<file path="src/rtl/gear_shift_ctrl.sv">
// gear_shift_ctrl: request-driven P/R/N/D selector with brake and speed
// interlocks and a timed pass through neutral on every real gear change.
// Optional build macro GEAR_AUTO_PARK_EN adds an idle auto-park from N to P.
module gear_shift_ctrl #(
  parameter int unsigned SHIFT_TICKS = 4,
  parameter int unsigned PARK_TICKS  = 30
) (
  input  logic       clk,
  input  logic       rst,
  input  logic       tick_shift,
  input  logic       req_valid,
  input  logic [3:0] req_gear,
  output logic       req_ready,
  input  logic [7:0] speed,
  input  logic       is_brake_normal,
  input  logic       is_brake_hard,
  output logic [3:0] current_gear,
  output logic       shift_busy,
  output logic       shift_done,
  output logic       reject,
  output logic [1:0] reject_code
);

  localparam int unsigned CNT_W = 4;

  localparam logic [1:0] ST_IDLE  = 2'd0;
  localparam logic [1:0] ST_CHECK = 2'd1;
  localparam logic [1:0] ST_SHIFT = 2'd2;

  localparam logic [3:0] GEAR_P = 4'd3;
  localparam logic [3:0] GEAR_R = 4'd6;
  localparam logic [3:0] GEAR_N = 4'd9;
  localparam logic [3:0] GEAR_D = 4'd12;

  localparam logic [1:0] RJ_INVALID = 2'b01;
  localparam logic [1:0] RJ_BRAKE   = 2'b10;
  localparam logic [1:0] RJ_SPEED   = 2'b11;

  // Parameter range guards, evaluated at elaboration only
  if (SHIFT_TICKS < 1 || SHIFT_TICKS > 15) begin : g_bad_shift_ticks
    $error("SHIFT_TICKS must be in 1..15");
  end
  if (PARK_TICKS < 1) begin : g_bad_park_ticks
    $error("PARK_TICKS must be at least 1");
  end

  logic [1:0]       state_q, state_d;
  logic [3:0]       target_q, target_d;
  logic [3:0]       gear_q, gear_d;
  logic             busy_q, busy_d;
  logic             done_q, done_d;
  logic             reject_q, reject_d;
  logic [1:0]       code_q, code_d;
  logic             ready_q, ready_d;
  logic [CNT_W-1:0] cnt_q, cnt_d;

`ifdef GEAR_AUTO_PARK_EN
  localparam int unsigned PW = $clog2(PARK_TICKS + 1);
  logic [PW-1:0] park_q, park_d;
`endif

  logic brake_on;
  logic speed_zero;
  logic tgt_valid;
  logic tgt_needs_stop;

  assign brake_on   = is_brake_normal | is_brake_hard;
  assign speed_zero = (speed == 8'd0);
  assign tgt_valid  = (target_q == GEAR_P) || (target_q == GEAR_R) ||
                      (target_q == GEAR_N) || (target_q == GEAR_D);
  // P or R targets, and direct D<->R reversals, are only legal at standstill
  assign tgt_needs_stop = (target_q == GEAR_P) || (target_q == GEAR_R) ||
                          ((gear_q == GEAR_D) && (target_q == GEAR_R)) ||
                          ((gear_q == GEAR_R) && (target_q == GEAR_D));

  // Next-state and registered-output computation
  always_comb begin
    state_d  = state_q;
    target_d = target_q;
    gear_d   = gear_q;
    busy_d   = busy_q;
    done_d   = 1'b0;
    reject_d = 1'b0;
    code_d   = code_q;
    cnt_d    = cnt_q;
`ifdef GEAR_AUTO_PARK_EN
    park_d   = park_q;
`endif
    case (state_q)
      ST_IDLE: begin
        if (req_valid && ready_q) begin
          target_d = req_gear;
          state_d  = ST_CHECK;
        end
`ifdef GEAR_AUTO_PARK_EN
        if ((req_valid && ready_q) || !speed_zero || (gear_q != GEAR_N)) begin
          park_d = '0;
        end else if (tick_shift) begin
          if (park_q == PW'(PARK_TICKS - 1)) begin
            gear_d = GEAR_P;
            done_d = 1'b1;
            park_d = '0;
          end else begin
            park_d = park_q + PW'(1);
          end
        end
`endif
      end
      ST_CHECK: begin
        state_d = ST_IDLE;
        if (!tgt_valid) begin
          reject_d = 1'b1;
          code_d   = RJ_INVALID;
        end else if ((gear_q == GEAR_P) && (target_q != GEAR_P) && !brake_on) begin
          reject_d = 1'b1;
          code_d   = RJ_BRAKE;
        end else if (tgt_needs_stop && !speed_zero) begin
          reject_d = 1'b1;
          code_d   = RJ_SPEED;
        end else if (target_q == gear_q) begin
          done_d = 1'b1;
        end else begin
          gear_d  = GEAR_N;
          busy_d  = 1'b1;
          cnt_d   = '0;
          state_d = ST_SHIFT;
        end
      end
      ST_SHIFT: begin
        // Rolling while heading for P or R aborts and leaves the box in N
        if (((target_q == GEAR_P) || (target_q == GEAR_R)) && !speed_zero) begin
          reject_d = 1'b1;
          code_d   = RJ_SPEED;
          busy_d   = 1'b0;
          cnt_d    = '0;
          state_d  = ST_IDLE;
        end else if (tick_shift) begin
          if (cnt_q == CNT_W'(SHIFT_TICKS - 1)) begin
            gear_d  = target_q;
            done_d  = 1'b1;
            busy_d  = 1'b0;
            cnt_d   = '0;
            state_d = ST_IDLE;
          end else begin
            cnt_d = cnt_q + CNT_W'(1);
          end
        end
      end
      default: begin
        state_d = ST_IDLE;
        busy_d  = 1'b0;
        cnt_d   = '0;
      end
    endcase
    ready_d = (state_d == ST_IDLE);
  end

  // State and output registers; reset parks the gearbox
  always_ff @(posedge clk or posedge rst) begin
    if (rst) begin
      state_q  <= ST_IDLE;
      target_q <= GEAR_P;
      gear_q   <= GEAR_P;
      busy_q   <= 1'b0;
      done_q   <= 1'b0;
      reject_q <= 1'b0;
      code_q   <= 2'b00;
      ready_q  <= 1'b1;
      cnt_q    <= '0;
    end else begin
      state_q  <= state_d;
      target_q <= target_d;
      gear_q   <= gear_d;
      busy_q   <= busy_d;
      done_q   <= done_d;
      reject_q <= reject_d;
      code_q   <= code_d;
      ready_q  <= ready_d;
      cnt_q    <= cnt_d;
    end
  end

`ifdef GEAR_AUTO_PARK_EN
  // Idle-in-neutral tick counter for auto-park
  always_ff @(posedge clk or posedge rst) begin
    if (rst) begin
      park_q <= '0;
    end else begin
      park_q <= park_d;
    end
  end
`endif

  assign req_ready    = ready_q;
  assign current_gear = gear_q;
  assign shift_busy   = busy_q;
  assign shift_done   = done_q;
  assign reject       = reject_q;
  assign reject_code  = code_q;

endmodule

</file>
<file path="config.mk">
export PLATFORM = sky130hd
export DESIGN_NAME = gear_shift_ctrl
export DESIGN_NICKNAME = d
export VERILOG_FILES = /design/src/rtl/gear_shift_ctrl.sv
export SDC_FILE = /design/constraint.sdc
export NUM_CORES = 1
export LEC_CHECK = 0
export ABC_AREA = 0
export CORE_MARGIN = 8
export CORE_UTILIZATION = 30
export CTS_CLUSTER_DIAMETER = 60
export CTS_CLUSTER_SIZE = 25
export DETAILED_ROUTE_END_ITERATION = 8
export SLEW_MARGIN = 10
export SYNTH_ARGS = -nofsm -noshare
export SYNTH_HDL_FRONTEND = slang
export SYNTH_SLANG_ARGS = --single-unit
</file>
<file path="constraint.sdc">
create_clock -name clk -period 3.15 [get_ports clk]
set_input_delay 0.63 -clock clk [delete_from_list [all_inputs] [get_ports clk]]
set_output_delay 0.63 -clock clk [all_outputs]
set_load 0.01 [all_outputs]
</file>
* Yosys cells after proc, flatten, opt, wreduce, memory -nomap -nowiden
Cells that the tools add are included.
Storage, ports and cells: bits in latches 0, bits in writable memories 0, bits in read-only memories 0, output and inout bits 10, memories kept 0, logic and storage cells 109, register bits 20
Operators by class: bitwise operators 2, $lt $le $gt $ge 0, equality and inequality tests 23, reductions and logical operators 23, multiply operators 0, shift operators 0, muxes and demuxes 51, divide/modulo/power cells 0, $add $sub $neg 1
Operators with widths (number):
- 2-to-1 mux 4 bit | 14
- 2-to-1 mux 2 bit | 12
- 2-to-1 mux 1 bit | 18
- inequality test 2 bit, second input constant | 8
- == test 4 x 2 -> 1 bit, second input constant | 3
- == test 4 bit, second input constant | 3
- one-hot mux 4 bit (3 select lines) | 1
- == test 4 x 3 -> 1 bit, second input constant | 2
- zero test 8 bit | 1
- one-hot mux 4 bit (2 select lines) | 1
- AND reduction 8 bit | 1
- logical AND 1 bit | 7
- AND reduction 7 bit | 1
- inequality test 3 bit, second input constant | 2
- one-hot mux 2 bit (3 select lines) | 1
- AND reduction 6 bit | 1
- logical OR 1 bit | 5
- adder 4 x 1 -> 4 bit, second input constant | 1
- == test 4 bit | 1
- zero test 2 bit | 2
- inequality test 4 x 2 -> 1 bit, second input constant | 1
- inequality test 4 bit, second input constant | 1
- one-hot mux 1 bit (2 select lines) | 2
- one-hot mux 2 bit (2 select lines) | 1
- other kinds (9) | 10

* Longest topological paths before layout
depth in word-level cells 10, gate-level depth with buffers 7, depth with buffers taken out 6

* Worst setup path after synthesis
OpenSTA, ideal clock, no wires.
kind input -> register, start point input port is_brake_hard, end point register gear_q[3] (netlist: current_gear[3]), data arrival time 2.113 ns, required time 3.022 ns, setup slack 0.910 ns, path buffers 0, stages on the path 6, cells stage by stage or4b_4 -> o21ai_1 -> o211ai_2 -> a31oi_4 -> nand2b_4 -> mux2_1
Between the ends: longest elaborated chain between the ends 5
RTL lines:
- start: declaration | RTL line 16 | input logic is_brake_hard,
- bitwise OR 1 bit | RTL line 67 | assign brake_on = is_brake_normal | is_brake_hard;
- zero test 1 bit | RTL line 114 | end else if ((gear_q == GEAR_P) && (target_q != GEAR_P) && !brake_on) begin
- logical AND 1 bit | RTL line 114
- inequality test 2 bit (no line)
- AND reduction 8 bit (no line)
- end signal: assignment | RTL line 173 | gear_q <= gear_d;
- end: declaration | RTL line 49 | logic [3:0] gear_q, gear_d;
Every way passes these cells. A chain may end at the register's enable or synchronous reset.

* Worst setup path in the final report
Same ends and word-level chain as after synthesis.

==> summary.txt <==
Yosys
  • Largest family of logic cells by synthesized area: simple AND/OR/NAND/NOR gates
  • Mapped Avg Cell Area: ~10 um^2
  • Netlist Area Pre-Place: 1220 um^2
  • Top-area cell type share of the netlist area: 30.6%
  • Synth Area in Simple Gates: a little over a fifth
  • Post-Syn Nets: 141
  • Synth unique cells: 39
  • Yosys warning total: 0
  • Mapped Cells: 118
  • Yosys reg bits: 20
  • Synth Area in Compound Gates: 16.6%
  • Xor/xnor cell area share of the yosys netlist: 4.29%
  • Post-synth top area cell: dfrtp_1
  • Mux contribution to synthesized area: 8.07%
  • Post-Synth Adder-Cell Area: slightly above 5%
  • Post-synthesis sequential area ratio: 41.4%
  • Top post-synthesis cells by area: dfrtp_1 31%, dfstp_2 11%, ha_1 5.1%

Timing
  • Period utilization: 79.4%
  • Fmax: between 300 and 400 MHz
  • Final hold vios: 0
  • Actual slew at the worst max-slew pin: 0.767 ns
  • Relative slew margins: 48.8%
  • Final setup TNS: 0 ns
  • RSZ-0062 raised after global routing: no
  • Slew Limit Fails: 0
  • Setup violators final: 0
  • Final clock skew: 0.00532 ns
  • Fin crit period: approximately 2.5 ns

Setup path
  • CP required: 3.30 ns
  • Crit Path Category: input port to register
  • CP Launch Type: input port
  • Crit end category: register
  • Worst-path maximum fanout: 6
  • Critical path arrival: 2.65 ns

Finish
  • Layout cells sized above 1: 13.6%
  • Final Util: roughly two fifths
  • Ant. Diodes: 0
  • Most common cell after layout, fill and taps aside: clkdlybuf4s50_1
  • Post-layout net count: 171
  • Most frequent cells in the layout: 27 x clkdlybuf4s50_1, 15 x dfrtp_1, 10 x nand2b_1
  • P&R area growth vs syn: 30.8%

Floorplan
  • Die footprint: 6380 um^2
  • Num rows: 23
  • Die Ht: about 80 um
  • Die width: 79.9 um
  • I/O pins: 28
  • Initial Util: approximately 30%
  • Core ar.: 3970 um^2

Routing
  • Routed WL per cell: 14.9 um
  • DRT Pass-1 Iters: 4
  • Post-DRT Antenna Nets: 0
  • Via density: 5.07
  • Vias: 998
  • Routed WL: 2.94 mm
  • Drt drc: 0
  • Drt initial violations: 75

Status
  • Status: complete, no violations

Global routing
  • Grt ovf: 0
  • Largest net degree at the start of global routing: 21
  • GRT Total Usage: 9.94%
  • First-pass GRT wire length: 5.13 mm
  • Initial antenna violation count: 0
  • Number of global-route vias before repair: 1102

Clock network
  • Clk buf depth: 2
  • CTS Sinks: 20
  • Hold-fix buffers, CTS: 0
  • Insertion delay to the later sink of the worst-skew pair: 0.26 ns
  • Post-cts repair resize count: 0
  • Root buf cell: clkbuf_8
  • H-tree Lvls: 1
  • CTS buffer count: 3
  • CTS tree: yes
  • Clk slew on worst S/H paths: 0.08 ns
  • Post-CTS Setup Bufs: 0

Placement
  • IO Port Bufs: 27
  • Hpwl dp: approximately 2.3 mm
  • Routability cong.: between 0.8 and 0.9

Flow run
  • Max Cap Violations: 0

Pwr
  • Pwr dens: 867 nW/um^2
  • Design Power: 1.39 mW
  • Largest vdd supply drop: between 200 and 300 uV
  • Leak: around 0.64 nW

Worst hold path
  • HP Class: register to register
==> sequential cells by signal (all words and copies together) (netlist names) <==
name and cells:
state_q 2, req_ready 1, shift_busy 1, cnt_q 4, shift_done 1, reject 1, reject_code 2, current_gear 4
target_q 4
==> worst max-delay path, stage by stage <==
cell	delay (ns)
clkdlybuf4s50_1	0.40
or4b_4	0.54
o21ai_1	0.18
o211ai_2	0.16
a31oi_4	0.22
nand2b_4	0.20
mux2_1	0.32
==> cell usage after synthesis (all sizes together) <==
library cell  number
and2               1
a31oi              4
nor2               5
nor3               3
a32o               1
o32ai              1
nand3              3
o22ai              2
dfstp              5
nor2b              4
a22oi              2
a21oi              5
dfrtp             15
a22o               3
nand2              6
or3                2
xor2               5
inv                7
a211oi             2
mux2i              2
xnor2              1
ha                 5
nand2b            11
nand4              1
buf                2
nand4bb            1
a211o              1
and4b              1
mux2               7
and4bb             1
o21ai              2
o211ai             2
a21o               1
or4b               1
nor4               3
==> stage by stage <==
| stage | cell area [um^2] | instances | setup slack (ns) | hold WS, ns |
|---|---|---|---|---|
| 2_1_floorplan | 1220 | 118 | 0.910 | 0.491 |
| 3_3_place_gp | 1550 | 193 | 0.415 | 0.487 |
| 3_5_place_dp | 1550 | 193 | 0.380 | 0.493 |
| 4_1_cts | 1600 | 197 | 0.639 | 0.506 |
| 5_1_grt | 1600 | 197 | 0.529 | 0.517 |
| 6_report | 1600 | 197 | 0.649 | 0.500 |
==> logic make-up (layout without fill, tap and decap cells) <==
family                   after synthesis  after routing
AO/OA/AOI/OAI                         26             26
XOR/XNOR                               6              6
adder cells (fa/ha/maj)                5              5
buffers and inverters                  9             38
flip-flops                            20             20
multiplexers                           9              9
AND/OR/NAND/NOR                       43             43
==> area by class of cell <==
cell class | count | area, um^2
fillers | 383 | 2370
well taps | 50 | 62.6
multi-input cells | 89 | 682
inverters | 7 | 26.3
repair buffers | 27 | 270
flip-flops and latches | 20 | 507
clock buffers | 4 | 55.1
==> routing by layer <==
layer	vias to the layer above	wire length, um	global-route usage (%)
li1	489	-	-
met1	487	1220	11.2
met2	18	1550	17.7
met3	4	114	1.35
met4	0	52	4.91
met5	-	0	0
==> power by group <==
group          internal (mW)  leakage, nW  switching (mW)
Sequential             0.361        0.242           0.110
Combinational          0.360        0.365           0.357
Clock                  0.111       0.0288          0.0896
==> path summary, 6_finish.rpt <==
check	start	to	slack [ns]	cells past startpoint
worst max-delay path	is_brake_hard	current_gear[3]	0.65	7
worst min-delay path	current_gear[1]	current_gear[1]	0.50	2
worst max register to register	target_q[1]	current_gear[3]	0.80	6
worst min register to register	current_gear[1]	current_gear[1]	0.50	2
max in group asynchronous	rst	cnt_q[1]	1.87	2
min in group asynchronous	rst	current_gear[2]	0.80	2
Note: power is estimated with default switching activity, not from simulation.
